==> src/rtl/note_select.sv <==
`default_nettype none
// ============================================================================
//  Module      : note_select
//  Description : Keyboard-side producer for the physics frequency interface.
//                Decodes PS/2 set-2 scan-code bytes into up to two held note
//                slots (frequency ids 0..24) and hands the pair to physics
//                with a new_f pulse exactly one frame long, aligned to vsync
//                rising edges.
//  Revision    : 1.0 - initial release
// ----------------------------------------------------------------------------
//  Parameters
//    FRAME_MIN   minimum whole frames between the end of one new_f pulse and
//                the start of the next (1..15)
//  Ports
//    clock       pixel clock, sole clock domain
//    reset       synchronous, active-high
//    vsync       frame sync; rising edge is the active edge
//    scan_code   PS/2 byte from the receiver
//    scan_valid  one-cycle strobe qualifying scan_code
//    curr_w0     physics bank-select flag (throttling only)
//    freq_id1    first note id, stable while new_f is high
//    freq_id2    second note id, 5'b11111 when only one key is held
//    new_f       one-frame pulse announcing a new pair
//    busy        issued pair not yet adopted by physics
//  Build option
//    NOTE_THROTTLE_EN  when defined, a new pair is only issued after physics
//                      has swapped banks (curr_w0 differs from its value at
//                      the previous issue)
// ============================================================================
module note_select #(
   parameter int FRAME_MIN = 1
) (
   input  logic       clock,
   input  logic       reset,
   input  logic       vsync,
   input  logic [7:0] scan_code,
   input  logic       scan_valid,
   input  logic       curr_w0,
   output logic [4:0] freq_id1,
   output logic [4:0] freq_id2,
   output logic       new_f,
   output logic       busy
);

   localparam logic [4:0] SLOT_EMPTY = 5'b11111;
   localparam logic [4:0] FREQ1_RST  = 5'd12;
   localparam logic [7:0] CODE_BREAK = 8'hF0;
   localparam logic [7:0] CODE_EXT   = 8'hE0;
   localparam logic [3:0] GAP_LOAD   = 4'(FRAME_MIN - 1);

   localparam logic [1:0] ST_IDLE  = 2'd0;
   localparam logic [1:0] ST_ISSUE = 2'd1;
   localparam logic [1:0] ST_WAIT  = 2'd2;

   // ------------------------------------------------------------------------
   // Scan code to note id. Unmapped codes return SLOT_EMPTY so that a single
   // compare both rejects them and can never alias a real held note.
   // ------------------------------------------------------------------------
   function automatic logic [4:0] key_to_id(input logic [7:0] code);
      logic [4:0] id;
      case (code)
         8'h1A:   id = 5'd0;
         8'h1B:   id = 5'd1;
         8'h22:   id = 5'd2;
         8'h23:   id = 5'd3;
         8'h21:   id = 5'd4;
         8'h2A:   id = 5'd5;
         8'h34:   id = 5'd6;
         8'h32:   id = 5'd7;
         8'h33:   id = 5'd8;
         8'h31:   id = 5'd9;
         8'h3B:   id = 5'd10;
         8'h3A:   id = 5'd11;
         8'h41:   id = 5'd12;
         8'h15:   id = 5'd13;
         8'h1E:   id = 5'd14;
         8'h1D:   id = 5'd15;
         8'h26:   id = 5'd16;
         8'h24:   id = 5'd17;
         8'h2D:   id = 5'd18;
         8'h2E:   id = 5'd19;
         8'h2C:   id = 5'd20;
         8'h36:   id = 5'd21;
         8'h35:   id = 5'd22;
         8'h3D:   id = 5'd23;
         8'h3C:   id = 5'd24;
         default: id = SLOT_EMPTY;
      endcase
      return id;
   endfunction

   // ------------------------------------------------------------------------
   // Registers
   // ------------------------------------------------------------------------
   logic       brk_q,     brk_d;
   logic       ext_q,     ext_d;
   logic [4:0] slot_a_q,  slot_a_d;
   logic [4:0] slot_b_q,  slot_b_d;
   logic       pending_q, pending_d;
   logic       vsync_d_q;
   logic [1:0] state_q,   state_d;
   logic [3:0] gap_q,     gap_d;
   logic [4:0] freq1_q,   freq1_d;
   logic [4:0] freq2_q,   freq2_d;
   logic       new_f_q,   new_f_d;
   logic       busy_q,    busy_d;

   // ------------------------------------------------------------------------
   // Byte decoder: prefix bytes only arm flags; the following key byte
   // consumes them. Extended keys are swallowed entirely.
   // ------------------------------------------------------------------------
   logic       key_evt;
   logic       key_make;
   logic [4:0] key_id;
   logic       key_hit;

   always_comb begin
      brk_d    = brk_q;
      ext_d    = ext_q;
      key_evt  = 1'b0;
      key_make = 1'b0;
      if (scan_valid) begin
         if (scan_code == CODE_BREAK) begin
            brk_d = 1'b1;
         end else if (scan_code == CODE_EXT) begin
            ext_d = 1'b1;
         end else begin
            brk_d = 1'b0;
            ext_d = 1'b0;
            if (!ext_q) begin
               key_evt  = 1'b1;
               key_make = ~brk_q;
            end
         end
      end
   end

   assign key_id  = key_to_id(scan_code);
   assign key_hit = key_evt && (key_id != SLOT_EMPTY);

   // ------------------------------------------------------------------------
   // Slot update. Slot A is always filled before B, and a release of A pulls
   // B forward, so "A empty" implies "B empty".
   // ------------------------------------------------------------------------
   logic slot_chg;

   always_comb begin
      slot_a_d = slot_a_q;
      slot_b_d = slot_b_q;
      if (key_hit) begin
         if (key_make) begin
            // A make of an already-held key is typematic repeat.
            if ((key_id != slot_a_q) && (key_id != slot_b_q)) begin
               if (slot_a_q == SLOT_EMPTY) begin
                  slot_a_d = key_id;
               end else begin
                  // Free B or newest-replaces-B: both land in B.
                  slot_b_d = key_id;
               end
            end
         end else begin
            if (key_id == slot_a_q) begin
               slot_a_d = slot_b_q;
               slot_b_d = SLOT_EMPTY;
            end else if (key_id == slot_b_q) begin
               slot_b_d = SLOT_EMPTY;
            end
         end
      end
   end

   assign slot_chg = (slot_a_d != slot_a_q) || (slot_b_d != slot_b_q);

   // ------------------------------------------------------------------------
   // Frame-synchronous issue FSM
   // ------------------------------------------------------------------------
   logic vrise;
   logic issue;
   logic exit_ok;

   assign vrise = vsync & ~vsync_d_q;
   assign issue = (state_q == ST_IDLE) && vrise && pending_q && (gap_q == 4'd0);

`ifdef NOTE_THROTTLE_EN
   // Bank flag seen at issue time; a difference means physics adopted the pair.
   logic w0_snap_q, w0_snap_d;

   assign exit_ok = (curr_w0 != w0_snap_q);

   always_comb begin
      w0_snap_d = w0_snap_q;
      if (issue) begin
         w0_snap_d = curr_w0;
      end
   end

   always_ff @(posedge clock) begin
      if (reset) begin
         w0_snap_q <= 1'b0;
      end else begin
         w0_snap_q <= w0_snap_d;
      end
   end
`else
   logic unused_curr_w0;

   assign exit_ok        = 1'b1;
   assign unused_curr_w0 = curr_w0;
`endif

   always_comb begin
      state_d = state_q;
      gap_d   = gap_q;
      freq1_d = freq1_q;
      freq2_d = freq2_q;
      new_f_d = new_f_q;
      busy_d  = busy_q;
      case (state_q)
         ST_IDLE: begin
            // Latch from the registered slots, so a key event in this same
            // cycle is not part of this pair.
            if (issue) begin
               freq1_d = slot_a_q;
               freq2_d = slot_b_q;
               new_f_d = 1'b1;
               busy_d  = 1'b1;
               state_d = ST_ISSUE;
            end
         end
         ST_ISSUE: begin
            if (vrise) begin
               new_f_d = 1'b0;
               gap_d   = GAP_LOAD;
               state_d = ST_WAIT;
`ifndef NOTE_THROTTLE_EN
               busy_d  = 1'b0;
`endif
            end
         end
         ST_WAIT: begin
            if (vrise && (gap_q != 4'd0)) begin
               gap_d = gap_q - 4'd1;
            end
            // Exit is judged on the registered gap, so the vrise that takes
            // gap to zero can never also issue; IDLE sees the next one.
            if ((gap_q == 4'd0) && exit_ok) begin
               state_d = ST_IDLE;
               busy_d  = 1'b0;
            end
         end
         default: begin
            state_d = ST_IDLE;
            new_f_d = 1'b0;
            busy_d  = 1'b0;
            gap_d   = 4'd0;
         end
      endcase
   end

   // Setting wins over the issue clear so a coincident key event is kept.
   always_comb begin
      pending_d = pending_q;
      if (issue) begin
         pending_d = 1'b0;
      end
      if (slot_chg && (slot_a_d != SLOT_EMPTY)) begin
         pending_d = 1'b1;
      end
   end

   always_ff @(posedge clock) begin
      if (reset) begin
         brk_q     <= 1'b0;
         ext_q     <= 1'b0;
         slot_a_q  <= SLOT_EMPTY;
         slot_b_q  <= SLOT_EMPTY;
         pending_q <= 1'b0;
         vsync_d_q <= 1'b0;
         state_q   <= ST_IDLE;
         gap_q     <= 4'd0;
         freq1_q   <= FREQ1_RST;
         freq2_q   <= SLOT_EMPTY;
         new_f_q   <= 1'b0;
         busy_q    <= 1'b0;
      end else begin
         brk_q     <= brk_d;
         ext_q     <= ext_d;
         slot_a_q  <= slot_a_d;
         slot_b_q  <= slot_b_d;
         pending_q <= pending_d;
         vsync_d_q <= vsync;
         state_q   <= state_d;
         gap_q     <= gap_d;
         freq1_q   <= freq1_d;
         freq2_q   <= freq2_d;
         new_f_q   <= new_f_d;
         busy_q    <= busy_d;
      end
   end

   assign freq_id1 = freq1_q;
   assign freq_id2 = freq2_q;
   assign new_f    = new_f_q;
   assign busy     = busy_q;

endmodule
`default_nettype wire

==> config.mk <==
export PLATFORM = sky130hd
export DESIGN_NAME = note_select
export DESIGN_NICKNAME = d
export VERILOG_FILES = /design/src/rtl/note_select.sv
export SDC_FILE = /design/constraint.sdc
export NUM_CORES = 1
export LEC_CHECK = 0
export ABC_AREA = 1
export CELL_PAD_IN_SITES_DETAIL_PLACEMENT = 2
export CELL_PAD_IN_SITES_GLOBAL_PLACEMENT = 2
export CORE_MARGIN = 2
export CORE_UTILIZATION = 30
export DETAILED_ROUTE_END_ITERATION = 6
export PLACE_DENSITY = 0.78
export RECOVER_POWER = 100
export SETUP_SLACK_MARGIN = 0.02
export SYNTH_ARGS = -nofsm -noshare
export SYNTH_HDL_FRONTEND = slang
export SYNTH_SLANG_ARGS = --single-unit
==> constraint.sdc <==
create_clock -name clock -period 3.4 [get_ports clock]
set_input_delay 0.68 -clock clock [delete_from_list [all_inputs] [get_ports clock]]
set_output_delay 0.68 -clock clock [all_outputs]
set_load 0.005 [all_outputs]
# ---- Word-level counts from Yosys, hierarchy flattened
# Index checks and enable logic that the tools add are counted.
dict set report word_totals {
  register_bits 32
  wordCells 117
}
dict set report op_classes {
  n_addsub 1
  n_eq_ne 43
  n_mux 37
  n_bitwise 6
  n_reduce_logical 18
}
# operator count
set op_table {}
lappend op_table {{$eq A8 B6 Y1 const B} 19}
lappend op_table {{$pmux W5 S25} 1}
lappend op_table {{$mux W5} 11}
lappend op_table {{$eq A8 B5 Y1 const B} 5}
lappend op_table {{$ne A5 B5 Y1} 4}
lappend op_table {{$eq A8 B8 Y1 const B} 2}
lappend op_table {{$mux W1} 16}
lappend op_table {{$pmux W4 S3} 1}
lappend op_table {{$eq A5 B5 Y1} 2}
lappend op_table {{$ne A2 B2 Y1 const B} 5}
lappend op_table {{$ne A5 B5 Y1 const B} 2}
lappend op_table {{$reduce_and A3 Y1} 3}
lappend op_table {{$eq A8 B7 Y1 const B} 1}
lappend op_table {{$mux W4} 2}
lappend op_table {{$logic_and A1 B1 Y1} 7}
lappend op_table {{$mux W2} 3}
lappend op_table {{$pmux W1 S3} 2}
lappend op_table {{$pmux W2 S3} 1}
lappend op_table {{$reduce_and A2 Y1} 3}
lappend op_table {{$eq A5 B5 Y1 const B} 1}
lappend op_table {{$not A1 Y1} 5}
lappend op_table {{$logic_not A4 Y1} 1}
lappend op_table {{$reduce_bool A4 Y1} 1}
lappend op_table {{$sub A4 B1 Y4 const B} 1}
lappend op_table {{6 further kinds} 6}

# ---- Longest topological paths before layout
dict set report depth {
  word_depth 11
  mapped_depth 23
  ltp_nobuf 22
}

# ---- Worst setup path before layout
# Ideal clock, no wire load.
dict set report synth_timing {
  path_kind {input-to-reg}
  from {in scan_code[2]}
  to {reg slot_b_q[4]}
  setup_time_ns 0.120
  t_arrival_ns 2.453
  required_time_ns 3.280
  path_slack_ns 0.827
  path_stages 17
  cell_sequence {inv_2 > nand2_1 > nor2_1 > nand2_1 > nand2_1 > nor2_1 > nand2_1 > nor2_2 > nand2_2 > buf_6 > nand2_4 > xor2_4 > nand3_4 > nand3_1 > nor2_1 > a21oi_1 > a211o_1}
}
dict set report synth_between {
  elab_chain_cells 7
  elab_cells_between_ends 47
  cone_classes {32 x eq/ne; 13 x mux; 2 x reduce/logical}
}
# item line
set synth_rtl {}
lappend synth_rtl {{start, declared} 36} ;# input logic [7:0] scan_code,
lappend synth_rtl {{$eq A8 B6 Y1 (tied with other cells)} 61} ;# case (code)
lappend synth_rtl {{$pmux W5 S25} 61}
lappend synth_rtl {{$eq A5 B5 Y1 / $ne A5 B5 Y1 (equally long branches)} {165, 153}}
lappend synth_rtl {{$mux W5 / $logic_and A1 B1 Y1 (equally long branches)} {165, 153}}
lappend synth_rtl {{$mux W5 (on tied branches)} {162, 153}}
lappend synth_rtl {{$mux W5} 151} ;# if (key_make) begin
lappend synth_rtl {{$mux W5 (*)} 150} ;# if (key_hit) begin
lappend synth_rtl {{end signal, assigned} 289} ;# slot_b_q <= slot_b_d;
lappend synth_rtl {{end, declared} 98} ;# logic [4:0] slot_b_q, slot_b_d;
# Mark *: on every way between the ends. The rest lies on a longest branch, timed or not.
# A chain may end at the register's enable or synchronous reset.

# ---- Worst setup path in the final report
dict set report layout_timing {
  from {in scan_code[6]}
  to {reg pending_q}
}
dict set report layout_between {
  elab_chain_cells 11
  elab_cells_between_ends 59
  cone_classes {35 x eq/ne; 19 x mux; 5 x reduce/logical}
}
# item line
set layout_rtl {}
lappend layout_rtl {{$eq A8 B6 Y1 (tied with other cells)} 61}
lappend layout_rtl {{$pmux W5 S25} 61}
lappend layout_rtl {{$eq A5 B5 Y1 / $ne A5 B5 Y1 (equally long branches)} {165, 153}}
lappend layout_rtl {{$mux W5 / $logic_and A1 B1 Y1 (equally long branches)} {165, 153}}
lappend layout_rtl {{$mux W5 (on tied branches)} {162, 153}}
lappend layout_rtl {{$mux W5} 151}
lappend layout_rtl {{$mux W5} 150}
lappend layout_rtl {{$ne A5 B5 Y1} 172} ;# assign slot_chg = (slot_a_d != slot_a_q) || (slot_b_d != slot_b_q);
lappend layout_rtl {{$logic_or A1 B1 Y1} 172}
lappend layout_rtl {{$logic_and A1 B1 Y1 (*)} 266} ;# if (slot_chg && (slot_a_d != SLOT_EMPTY)) begin
lappend layout_rtl {{$mux W1 / $reduce_bool A2 Y1 (equally long branches)} n/a}
lappend layout_rtl {{end signal, assigned} 290} ;# pending_q <= pending_d;
lappend layout_rtl {{end, declared} 99} ;# logic pending_q, pending_d;
# Marks and branches as above.

==> results.toml <==
[final_layout]
final_cell_area_um2 = 3040
drive_above_1_share = 0.245
ff_latch_area_um2 = 621
n_antenna_cell = 0
layout.cells.non_filler = 527
fillerInstances = 916
area_delta_synth_final_pct = 37.1
final_nets = 441
multi_input_area_um2 = 1500
finalCoreUtilization = 0.421

[power]
internal_power_mw = 0.676
leakage_nw = 1.54
seqPwrFrac = 0.385
vdd_drop_max_mv = 0.130
clkPwrFrac = 0.403
combPwrFrac = 0.212
p_switching_mw = 0.284
p_sw_frac = 0.296
pwr_density_cell_nw_per_um2 = 316

[clocking]
htreeDepth = 2
cts_sinks = 31
cts_hold_buf = 0
clkTransAtPathRegs_ns = 0.07
cts_made_buffers = 5
clk_latency_ns = 0.29
root_buffer = "clkbuf_8"
tritoncts = "done"
max-clock-path-buffers = 2

[timing]
final-hold-violation-count = 0
slew_headroom = 0.467
tightest_slew_ns = 0.799
setup_viol = 0
max_freq_mhz = 312
slew_violations = 0
fin_worst_skew_ns = 0.00633
period_needed_ns = 3.20
period_share = 0.942

[die]
core_um2 = 7210
die_area_um2 = 8100
die_w_um = 90.0
die_y_um = 90.0
rows = 31
start_util = 0.307
pin_count = 25

[synth]
synth_area_um2 = 2220
synth_simple_gate_area_frac = 0.487
synth_area_per_cell_um2 = 6.11
synth_xor_area_frac = 0.0203
yosys_warnings = 0
synth-adder-area-share = 0.00564
yosysSeqAreaShare = 0.280
synth_largest_area_cell = "dfxtp_1"
synthTopCellsByArea = "dfxtp_1, nand2_1, nand3_1"
synth_fp_nets = 377
ys_ff_latch = 31
synthMuxAreaShare = 0
synth_top_area_share = 0.280
synth_compound_area_frac = 0.121
synthCells = 363
synth.distinct_cells = 33
synth_top_family_by_area = "simple AND/OR/NAND/NOR gates"

[min_path]
hp-class = "flip-flop to flip-flop"
hold_path_depth = 2

[global_routing]
grt_use_total = 0.240
grt_max_degree = 21
grt_pass1_wl_um = 15500
grt.overflow.total = 0
grt_pass1_vias = 2979
antenna_found_initial = 0

[detailed_routing]
viasPerCell = 5.11
postRouteAntennaNets = 0
drtIter0Drc = 92
wl_um = 9480
dr_wl_met2_um = 5100
first_pass_iters = 4
drc = 0
wl_met3_um = 224
wl_met1_um = 3960
wire_per_inst_um = 18.0
via_count = 2694
top_layer = "met4"

[critical_path]
cp_data_required_time_ns = 3.55
worstPathArrival_ns = 3.35
worst_r2r_path_depth = 10
worstPathMaxFanout = 10
critical_path_class = "input port to flip-flop"
critPathLaunchType = "input port"
worstSetupEndpointType = "flip-flop"

[run]
cap_violations = 0

[place]
dp_hpwl_um = 6710
gp_congestion = 0.799
io_buffer_count = 23
place_inst = 517
placed_cell_area_um2 = 2840

[run_status]
status = "finished clean"
[critical path, cell delays in order]
cell and delay, ns:
dlygate4sd2_1 0.27, nor2_1 0.19, nand2_1 0.18, nor2_2 0.22
nor2_1 0.07, nand3_1 0.06, nor2_1 0.07, nand2_2 0.11
buf_12 0.14, nand2_4 0.07, nand2_2 0.07, nand2_2 0.07
nor2_4 0.15, nand3_4 0.15, nand3_1 0.11, nand2_1 0.07
nand2_1 0.10, nand2_1 0.10, nand2_1 0.09, nand3_1 0.08
o21bai_1 0.18, a21oi_1 0.11
[stage by stage]
stage	total power [mW]	setup TNS, ns	worst slack, ns	hold WS [ns]
after floorplan	0.486	0	0.827	0.446
after global placement	0.554	-0.159	-0.122	0.454
after detailed placement	0.564	-1.20	-0.337	0.462
after CTS	0.967	0	0.0269	0.484
after global routing	1.01	-0.0420	-0.0420	0.516
final	0.960	0	0.198	0.472
[cells in the mapped netlist (all sizes together)]
cell type / n
o21bai: 1
nand3: 36
nor2: 53
nor4: 1
or4: 1
nand4: 2
inv: 43
or2: 1
dfxtp: 31
a211o: 1
nor3b: 1
clkbuf: 4
o21ai: 21
a21oi: 15
ha: 1
o211ai: 8
buf: 1
xor2: 3
clkinv: 1
nor3: 11
nand3b: 2
nand2: 125
[metal layers]
| layer | vias to the layer above | global-route usage |
|---|---|---|
| li1 | 1298 | - |
| met1 | 1344 | 0.281 |
| met2 | 37 | 0.455 |
| met3 | 15 | 0.0277 |
| met4 | 0 | 0.0731 |
| met5 | - | 0 |
[power groups by stage]
stage	Combinational, mW	Clock (mW)	Sequential (mW)
CTS	0.199	0.398	0.370
global placement	0.177	0	0.377
finish	0.204	0.387	0.370
detailed placement	0.186	0	0.378
global route	0.221	0.415	0.370
floorplan	0.110	0	0.376
[layout make-up]
| class | instances | area share |
|---|---|---|
| multi-input cells | 284 | 0.493 |
| flip-flops and latches | 31 | 0.204 |
| repair buffers | 61 | 0.170 |
| inverters | 44 | 0.0543 |
| well taps | 99 | 0.0407 |
| clock buffers | 6 | 0.0272 |
| clock inverters | 2 | 0.0115 |
[flip-flops by register name, indices dropped and copies added (netlist names)]
signal and cells:
brk_q 1, busy 1, ext_q 1, freq_id1 5
freq_id2 5, gap_q 4, new_f 1, pending_q 1
slot_a_q 5, slot_b_q 5, state_q 1, vsync_d_q 1
[path summary, 6_finish.rpt]
kind                 end  slack, ns    startpoint
max            pending_q       0.20  scan_code[6]
min          freq_id1[3]       0.47   freq_id1[3]
max reg2reg        new_f       0.99      gap_q[1]
min reg2reg  freq_id1[3]       0.47   freq_id1[3]
[kinds of logic after synthesis]
logic type / after synthesis
simple gates: 233
buf+inv: 49
compound gates: 46
flops: 31
xor+xnor: 3
fa+ha+maj: 1
[timing repair]
item / CTS / global route
pin swaps: 3 / 7
resized for setup: 14 / 27
gates cloned: 1 / 0
setup endpoints to repair: 1 / 6
buffers inserted: 0 / 1
[cells in the final DEF, fill, tap and decap left out, types with 6 or more instances in the layout]
cell type | Yosys | final
nand2_1 | 113 | 104
dlygate4sd3_1 | 0 | 14
nor2_2 | 6 | 11
inv_1 | 33 | 34
clkbuf_8 | 0 | 6
a21oi_1 | 14 | 14
dfxtp_1 | 31 | 31
nor2_4 | 4 | 7
nor2_1 | 43 | 35
nand3_1 | 34 | 33
nor3_1 | 9 | 8
o21ai_0 | 18 | 19
inv_2 | 10 | 9
o211ai_1 | 8 | 8
buf_4 | 0 | 36
nand2_2 | 8 | 17
No activity file was read; power rests on OpenSTA's default activity.
